<file path="config.mk">
export PLATFORM = sky130hd
export DESIGN_NAME = spi_master_multi
export DESIGN_NICKNAME = d
export VERILOG_FILES = /design/src/rtl/spi_pkg.sv /design/src/rtl/spi_master_multi_clk_gen.sv /design/src/rtl/spi_master_multi.sv
export SDC_FILE = /design/constraint.sdc
export NUM_CORES = 1
export LEC_CHECK = 0
export ABC_AREA = 1
export CAP_MARGIN = 20
export CORE_ASPECT_RATIO = 1.1
export CORE_MARGIN = 3
export CORE_UTILIZATION = 45
export DETAILED_ROUTE_END_ITERATION = 8
export MAX_ROUTING_LAYER = met4
export PLACE_DENSITY = 0.67
export SYNTH_ARGS = -nofsm -noshare
export SYNTH_HDL_FRONTEND = slang
export SYNTH_SLANG_ARGS = --single-unit
</file>
<file path="constraint.sdc">
create_clock -name clk -period 2.6 [get_ports clk]
set_clock_uncertainty 0.1 [all_clocks]
set_input_delay 0.52 -clock clk [delete_from_list [all_inputs] [get_ports clk]]
set_output_delay 0.52 -clock clk [all_outputs]
set_load 0.005 [all_outputs]
</file>
<file path="src/rtl/spi_pkg.sv">
// Shared types and helpers for the multi-slave SPI master.
package spi_pkg;

    typedef enum logic [2:0] {
        IDLE,
        SETUP,
        TX,
        WAIT_RX,
        RX,
        HOLD,
        FIN
    } state_t;

    localparam logic [1:0] CMD_WR_ADDR = 2'b00;
    localparam logic [1:0] CMD_WR_DATA = 2'b01;
    localparam logic [1:0] CMD_RD_ADDR = 2'b10;
    localparam logic [1:0] CMD_RD_DATA = 2'b11;

    typedef struct packed {
        logic idle_level;
        logic shift_lead;
        logic sample_lead;
    } edge_sel_t;

    // Leading/trailing are already relative to cpol, so only cpha picks the edge roles.
    function automatic edge_sel_t mode_edges(input logic cpol, input logic cpha);
        edge_sel_t e;
        e.idle_level  = cpol;
        e.shift_lead  = cpha;
        e.sample_lead = !cpha;
        return e;
    endfunction

endpackage

</file>
<file path="src/rtl/spi_master_multi_clk_gen.sv">
// sclk divider: toggles sclk every CLK_DIV enabled cycles and flags leading/trailing edges.
module spi_clk_gen #(
    parameter int unsigned CLK_DIV = 4
) (
    input  logic clk,
    input  logic rst,
    input  logic en,
    input  logic idle_level,
    output logic sclk,
    output logic lead_edge,
    output logic trail_edge
);
    localparam int unsigned CNT_W = $clog2(CLK_DIV);

    logic [CNT_W-1:0] cnt;
    logic             wrap;

    assign wrap       = en && (cnt == CNT_W'(CLK_DIV - 1));
    assign lead_edge  = wrap && (sclk == idle_level);
    assign trail_edge = wrap && (sclk != idle_level);

    always_ff @(posedge clk) begin
        if (rst) begin
            cnt  <= '0;
            sclk <= 1'b0;
        end else if (!en) begin
            cnt  <= '0;
            sclk <= idle_level;
        end else if (wrap) begin
            cnt  <= '0;
            sclk <= !sclk;
        end else begin
            cnt <= cnt + 1'b1;
        end
    end

endmodule

</file>
<file path="src/rtl/spi_master_multi.sv">
// Multi-slave SPI master: runtime CPOL/CPHA, command frame, optional read response with timeout.
module spi_master_multi
    import spi_pkg::*;
#(
    parameter int unsigned DATA_W  = 10,
    parameter int unsigned RX_W    = 8,
    parameter int unsigned NUM_SS  = 4,
    parameter int unsigned CLK_DIV = 4,
    parameter int unsigned TIMEOUT = 64,
    parameter logic [1:0]  RD_CMD  = CMD_RD_DATA,
    localparam int unsigned SEL_W  = (NUM_SS > 1) ? $clog2(NUM_SS) : 1
) (
    input  logic              clk,
    input  logic              rst,
    input  logic              start,
    input  logic [SEL_W-1:0]  ss_sel,
    input  logic              cpol,
    input  logic              cpha,
    input  logic [DATA_W-1:0] data_in,
    output logic [RX_W-1:0]   data_out,
    output logic              busy,
    output logic              done,
    output logic              err,
    output logic              sclk,
    output logic              MOSI,
    output logic [NUM_SS-1:0] ss_n,
    input  logic              MISO,
    input  logic              valid_MISO,
    input  logic              sready
);
    localparam int unsigned SETUP_LIM = TIMEOUT * 2 * CLK_DIV;
    localparam int unsigned TMR_W     = $clog2(SETUP_LIM + 1);
    localparam int unsigned BC_W      = $clog2(DATA_W + 1);
    localparam int unsigned RXC_W     = $clog2(RX_W + 1);

    state_t            state, next;
    edge_sel_t         sel;
    logic [DATA_W-1:0] tx_shift;
    logic [1:0]        cmd_q;
    logic [SEL_W-1:0]  sel_q;
    logic              cpol_q, cpha_q, err_q;
    logic [BC_W-1:0]   bit_cnt;
    logic [RX_W-1:0]   rx_shift, rx_next;
    logic [RXC_W-1:0]  rx_cnt;
    logic [TMR_W-1:0]  tmr;
    logic              clk_en, idle_level, lead_edge, trail_edge;
    logic              shift_edge, sample_edge, tx_last;

    assign sel         = mode_edges(cpol_q, cpha_q);
    assign shift_edge  = sel.shift_lead  ? lead_edge : trail_edge;
    assign sample_edge = sel.sample_lead ? lead_edge : trail_edge;
    // cpha=0 samples on leading edges, so the count is already 0 by the final trailing edge.
    assign tx_last     = sel.sample_lead ? (bit_cnt == '0) : (bit_cnt == BC_W'(1));
    assign rx_next     = RX_W'({rx_shift, MISO});

    assign clk_en     = (state == TX) || (state == WAIT_RX) || (state == RX);
    assign idle_level = (state == IDLE && start) ? cpol : sel.idle_level;

    spi_clk_gen #(.CLK_DIV(CLK_DIV)) u_clk_gen (
        .clk        (clk),
        .rst        (rst),
        .en         (clk_en),
        .idle_level (idle_level),
        .sclk       (sclk),
        .lead_edge  (lead_edge),
        .trail_edge (trail_edge)
    );

    always_ff @(posedge clk) begin
        if (rst) state <= IDLE;
        else     state <= next;
    end

    always_comb begin
        next = state;
        case (state)
            IDLE:    if (start) next = SETUP;
            SETUP: begin
                if (sready && tmr >= TMR_W'(CLK_DIV - 1))
                    next = TX;
                else if (!sready && tmr == TMR_W'(SETUP_LIM - 1))
                    next = FIN;
            end
            TX:      if (trail_edge && tx_last) next = (cmd_q == RD_CMD) ? WAIT_RX : HOLD;
            WAIT_RX: begin
                if (sample_edge && valid_MISO)
                    next = (RX_W == 1) ? HOLD : RX;
                else if (trail_edge && tmr == TMR_W'(TIMEOUT - 1))
                    next = FIN;
            end
            RX:      if (sample_edge && rx_cnt == RXC_W'(RX_W - 1)) next = HOLD;
            HOLD:    if (tmr == TMR_W'(CLK_DIV - 1)) next = FIN;
            FIN:     next = IDLE;
            default: next = IDLE;
        endcase
    end

    always_ff @(posedge clk) begin
        if (rst) begin
            tx_shift <= '0;
            cmd_q    <= '0;
            sel_q    <= '0;
            cpol_q   <= 1'b0;
            cpha_q   <= 1'b0;
            err_q    <= 1'b0;
            bit_cnt  <= '0;
            rx_shift <= '0;
            rx_cnt   <= '0;
            tmr      <= '0;
            MOSI     <= 1'b0;
            data_out <= '0;
        end else begin
            if (next != state)
                tmr <= '0;
            else if (state == SETUP || state == HOLD || (state == WAIT_RX && trail_edge))
                tmr <= tmr + 1'b1;

            if (state != FIN && next == FIN)
                err_q <= (state != HOLD);

            case (state)
                IDLE: if (start) begin
                    tx_shift <= cpha ? data_in : (data_in << 1);
                    MOSI     <= cpha ? 1'b0 : data_in[DATA_W-1];
                    cmd_q    <= data_in[DATA_W-1 -: 2];
                    sel_q    <= ss_sel;
                    cpol_q   <= cpol;
                    cpha_q   <= cpha;
                    bit_cnt  <= BC_W'(DATA_W);
                end
                TX: begin
                    if (sample_edge)
                        bit_cnt <= bit_cnt - 1'b1;
                    if (next != TX) begin
                        MOSI <= 1'b0;
                    end else if (shift_edge) begin
                        MOSI     <= tx_shift[DATA_W-1];
                        tx_shift <= tx_shift << 1;
                    end
                end
                WAIT_RX: if (sample_edge && valid_MISO) begin
                    rx_shift <= rx_next;
                    rx_cnt   <= RXC_W'(1);
                    if (RX_W == 1) data_out <= rx_next;
                end
                RX: if (sample_edge) begin
                    rx_shift <= rx_next;
                    rx_cnt   <= rx_cnt + 1'b1;
                    if (rx_cnt == RXC_W'(RX_W - 1)) data_out <= rx_next;
                end
                default: ;
            endcase
        end
    end

    assign busy = (state != IDLE) && (state != FIN);
    assign done = (state == FIN);
    assign err  = done && err_q;

    always_comb begin
        ss_n = '1;
        for (int unsigned i = 0; i < NUM_SS; i++)
            ss_n[i] = !(busy && sel_q == SEL_W'(i));
    end

endmodule

</file>
==> results.sh <==
export IMPL_setup_viol=0
export IMPL_grt_max_degree=35
export IMPL_crit_buf_inv=3
export IMPL_die_area_um2=7538
export IMPL_synth_compound_area_share_pct=17.84
export IMPL_crit_arrival_ns=1.80
export IMPL_async_flop_share_pct=0
export IMPL_synth_avg_cell_area_um2=7.186
export IMPL_required_ns=1.98
export IMPL_clock_latency_ns=0.33
export IMPL_synth_seq_cells=57
export IMPL_start_kind="register"
export IMPL_grt_pass1_wl_um=11730
export IMPL_avgRoutedWirePerCell_um=12.26
export IMPL_grt_pass1_vias=2626
export IMPL_h_tree_depth=3
export IMPL_core_area_um2=6269
export IMPL_cp_end_kind="output pin"
export IMPL_period_needed_ns=2.425
export IMPL_synth_yosys_warnings=0
export IMPL_cts_hold_buffers_added=0
export IMPL_numCtsBuffers=9
export IMPL_cts_root_buf="clkbuf_8"
export IMPL_multiInputGateArea_um2=1535
export IMPL_slowest_delay_ns=0.49
export IMPL_ant_nets=0
export IMPL_clk_pin_slew_ns=0.08
export IMPL_synth_area_top_cells="dfxtp_1 (39%), nand2_1 (8.2%), nor2_1 (7.4%), a21oi_1 (6.3%), o21ai_0 (6.3%)"
export IMPL_yosys_most_used_dff="dfxtp_1"
export IMPL_syn_instance_count=409
export IMPL_cts_tree="built"
export IMPL_cp_common_cell="inv_1"
export IMPL_critPathTopFamily="buffers and inverters"
export IMPL_drt_iter0_markers=114
export IMPL_die_h_um=90.76
export IMPL_fin_nets=482
export IMPL_synth_xor_area_share_pct=0.8940
export IMPL_drcViolationCount=0
export IMPL_ir_worst_vdd_uv=412.1
export IMPL_synth_cell_types=38
export IMPL_cellLeakagePower_nw=1.517
export IMPL_mostFrequentLayoutCells="nand2_1 (64), nor2_1 (58), dfxtp_1 (55)"
export IMPL_synth_edf_count=0
export IMPL_worstMarginPinSlew_ns=0.6294
export IMPL_place_hpwl_um=4924
export IMPL_synth_simple_area_share_pct=31.25
export IMPL_yosysSeqAreaShare_pct=38.83
export IMPL_insertedDiodeCount=0
export IMPL_viasPerCell=5.192
export IMPL_n_fill_cell=574
export IMPL_worstPathMaxFanout=8
export IMPL_synth_top_area_cell="dfxtp_1"
export IMPL_post_route_period_util_pct=93.26
export IMPL_pwr_density_cell_nw_per_um2=574.8
export IMPL_hold_class="reg2reg"
export IMPL_status="complete, no violations"
export IMPL_final_cells=542
export IMPL_drt_pass1_iterations=4
export IMPL_worst_setup_path_type="reg2out"
export IMPL_cts_buffer_depth=2
export IMPL_rsz0062_at_grt="no"
export IMPL_synth_mux_area_fraction_pct=0
export IMPL_synth_area_um2=2939
export IMPL_io_pins=37
export IMPL_final_hold_violation_count=0
export IMPL_layout_commonest_cell="nand2_1"
export IMPL_synth_top_family_by_area="simple AND/OR/NAND/NOR gates"
export IMPL_maxSlewViolCount=0
export IMPL_synthToLayoutAreaGrowth_pct=24.35
export IMPL_antenna_found_initial=0
export IMPL_max_cap_violations=0
export IMPL_routed_wl_um=6643
export IMPL_clock_sinks=57
export IMPL_synth_fp_nets=434
export IMPL_grt_ovfl_total=0
export IMPL_timing_fmax_ghz=0.4124
export IMPL_synth_adder_area_share_pct=2.129
export IMPL_gp_congestion=0.8819
export IMPL_num_rows=30
export IMPL_grt_usage_pct=19.20
export IMPL_start_util_pct=46.89
export IMPL_path_cells="inv_1 -> nor2_1 -> nand2_1 -> inv_1 -> a21oi_2 -> nand3_1 -> clkdlybuf4s50_1"
export IMPL_crit_slowest_cell="clkdlybuf4s50_1"
export IMPL_slew_headroom_pct=57.65
export IMPL_layout_drive_gt1_share_pct=13.20
export IMPL_netlist_area_leader_share_pct=38.83
export IMPL_dp_cells=526
export IMPL_vias=2814
export IMPL_setup_tns_ns=0
export IMPL_io_buffer_count=36
export IMPL_die_w_um=83.06
export IMPL_regArea_um2=1146
timing repair:
item | 4_1_cts | 5_1_grt
buffers inserted | 0 | 0
gates resized for setup | 2 | 2
endpoints found under the setup margin | 5 | 4
registers in the layout, indices dropped and copies added, names as in the netlist, 2 cells and up:
name	cells
rx_shift	7
bit_cnt	4
sel_q	2
tx_shift	10
rx_cnt	4
state	3
u_clk_gen.cnt	2
cmd_q	2
data_out	8
tmr	10
area by class of cell:
class	count	area share, %
Timing Repair Buffer	47	12.12
Clock buffer	9	3.389
Clock inverter	7	2.773
Inverter	54	5.615
Multi-Input combinational cell	288	42.01
Tap cell	80	2.739
Sequential cell	57	31.36
Yosys cell counts (2+ instances only):
library cell	instances
nand2_1	64
nor2_1	58
dfxtp_1	57
inv_1	48
a21oi_1	37
o21ai_0	37
nand3_1	21
nand3_2	8
o22ai_1	8
nand4_1	7
nor3_1	7
clkbuf_1	5
ha_1	5
inv_2	5
nand2_2	5
nor2_4	4
o211a_1	4
a31oi_1	3
nor4_1	3
buf_4	2
buf_6	2
nor3_2	2
xnor2_1	2
layer usage:
layer,wire [um],up-vias,part of all wire [%],GRT usage [%]
li1,-,1463,-,-
met1,3129,1268,47,24.02
met2,3058,69,46,29.48
met3,303,14,4.6,5.109
met4,152,0,2.3,7.629
met5,0,-,0,-
logic make-up after synthesis:
group                    Yosys count
AO/OA/AOI/OAI                     94
XOR/XNOR                           3
adder cells (fa/ha/maj)            5
buffers and inverters             64
flip-flops                        57
AND/OR/NAND/NOR                  186
where the power goes:
part | internal [W] | switching (W)
Clock | 0.000547 | 0.000385
Sequential | 0.000903 | 0.0000213
Combinational | 0.000107 | 0.000138
stage by stage:
step / setup WS, ns / hold WS, ns / total power, W / util (%) / area (um2)
6_report: 0.1753 / 0.3244 / 0.002101 / 58.30 / 3655
5_1_grt: 0.01356 / 0.3415 / 0.002200 / 58.30 / 3655
4_1_cts: 0.1031 / 0.3279 / 0.002124 / 58.24 / 3651
3_5_place_dp: -0.004229 / 0.3139 / 0.001187 / 54.57 / 3421
3_3_place_gp: 0.08916 / 0.3082 / 0.001183 / 54.57 / 3421
2_1_floorplan: 0.7005 / 0.2973 / 0.001095 / - / 2939
worst reg2reg max path: stages, from the launching register on:
cell     delay [ns]
dfxtp_1        0.33
inv_1          0.10
ha_1           0.19
nor2_1         0.05
nor4_1         0.54
nand3_1        0.27
nand3_2        0.17
nor2_4         0.06
nand2_1        0.10
nand4_4        0.18
a21oi_1        0.18
worst paths after layout:
path / from / endpoint / slack, ns / cells after the start
setup / recovery: state[1] / ss_n[3] / 0.18 / 7
hold / removal: u_clk_gen.cnt[0] / u_clk_gen.cnt[0] / 0.32 / 1
setup reg to reg: bit_cnt[0] / tmr[8] / 0.26 / 10
hold reg to reg: u_clk_gen.cnt[0] / u_clk_gen.cnt[0] / 0.32 / 1
Power figures use the tool's default switching activity.
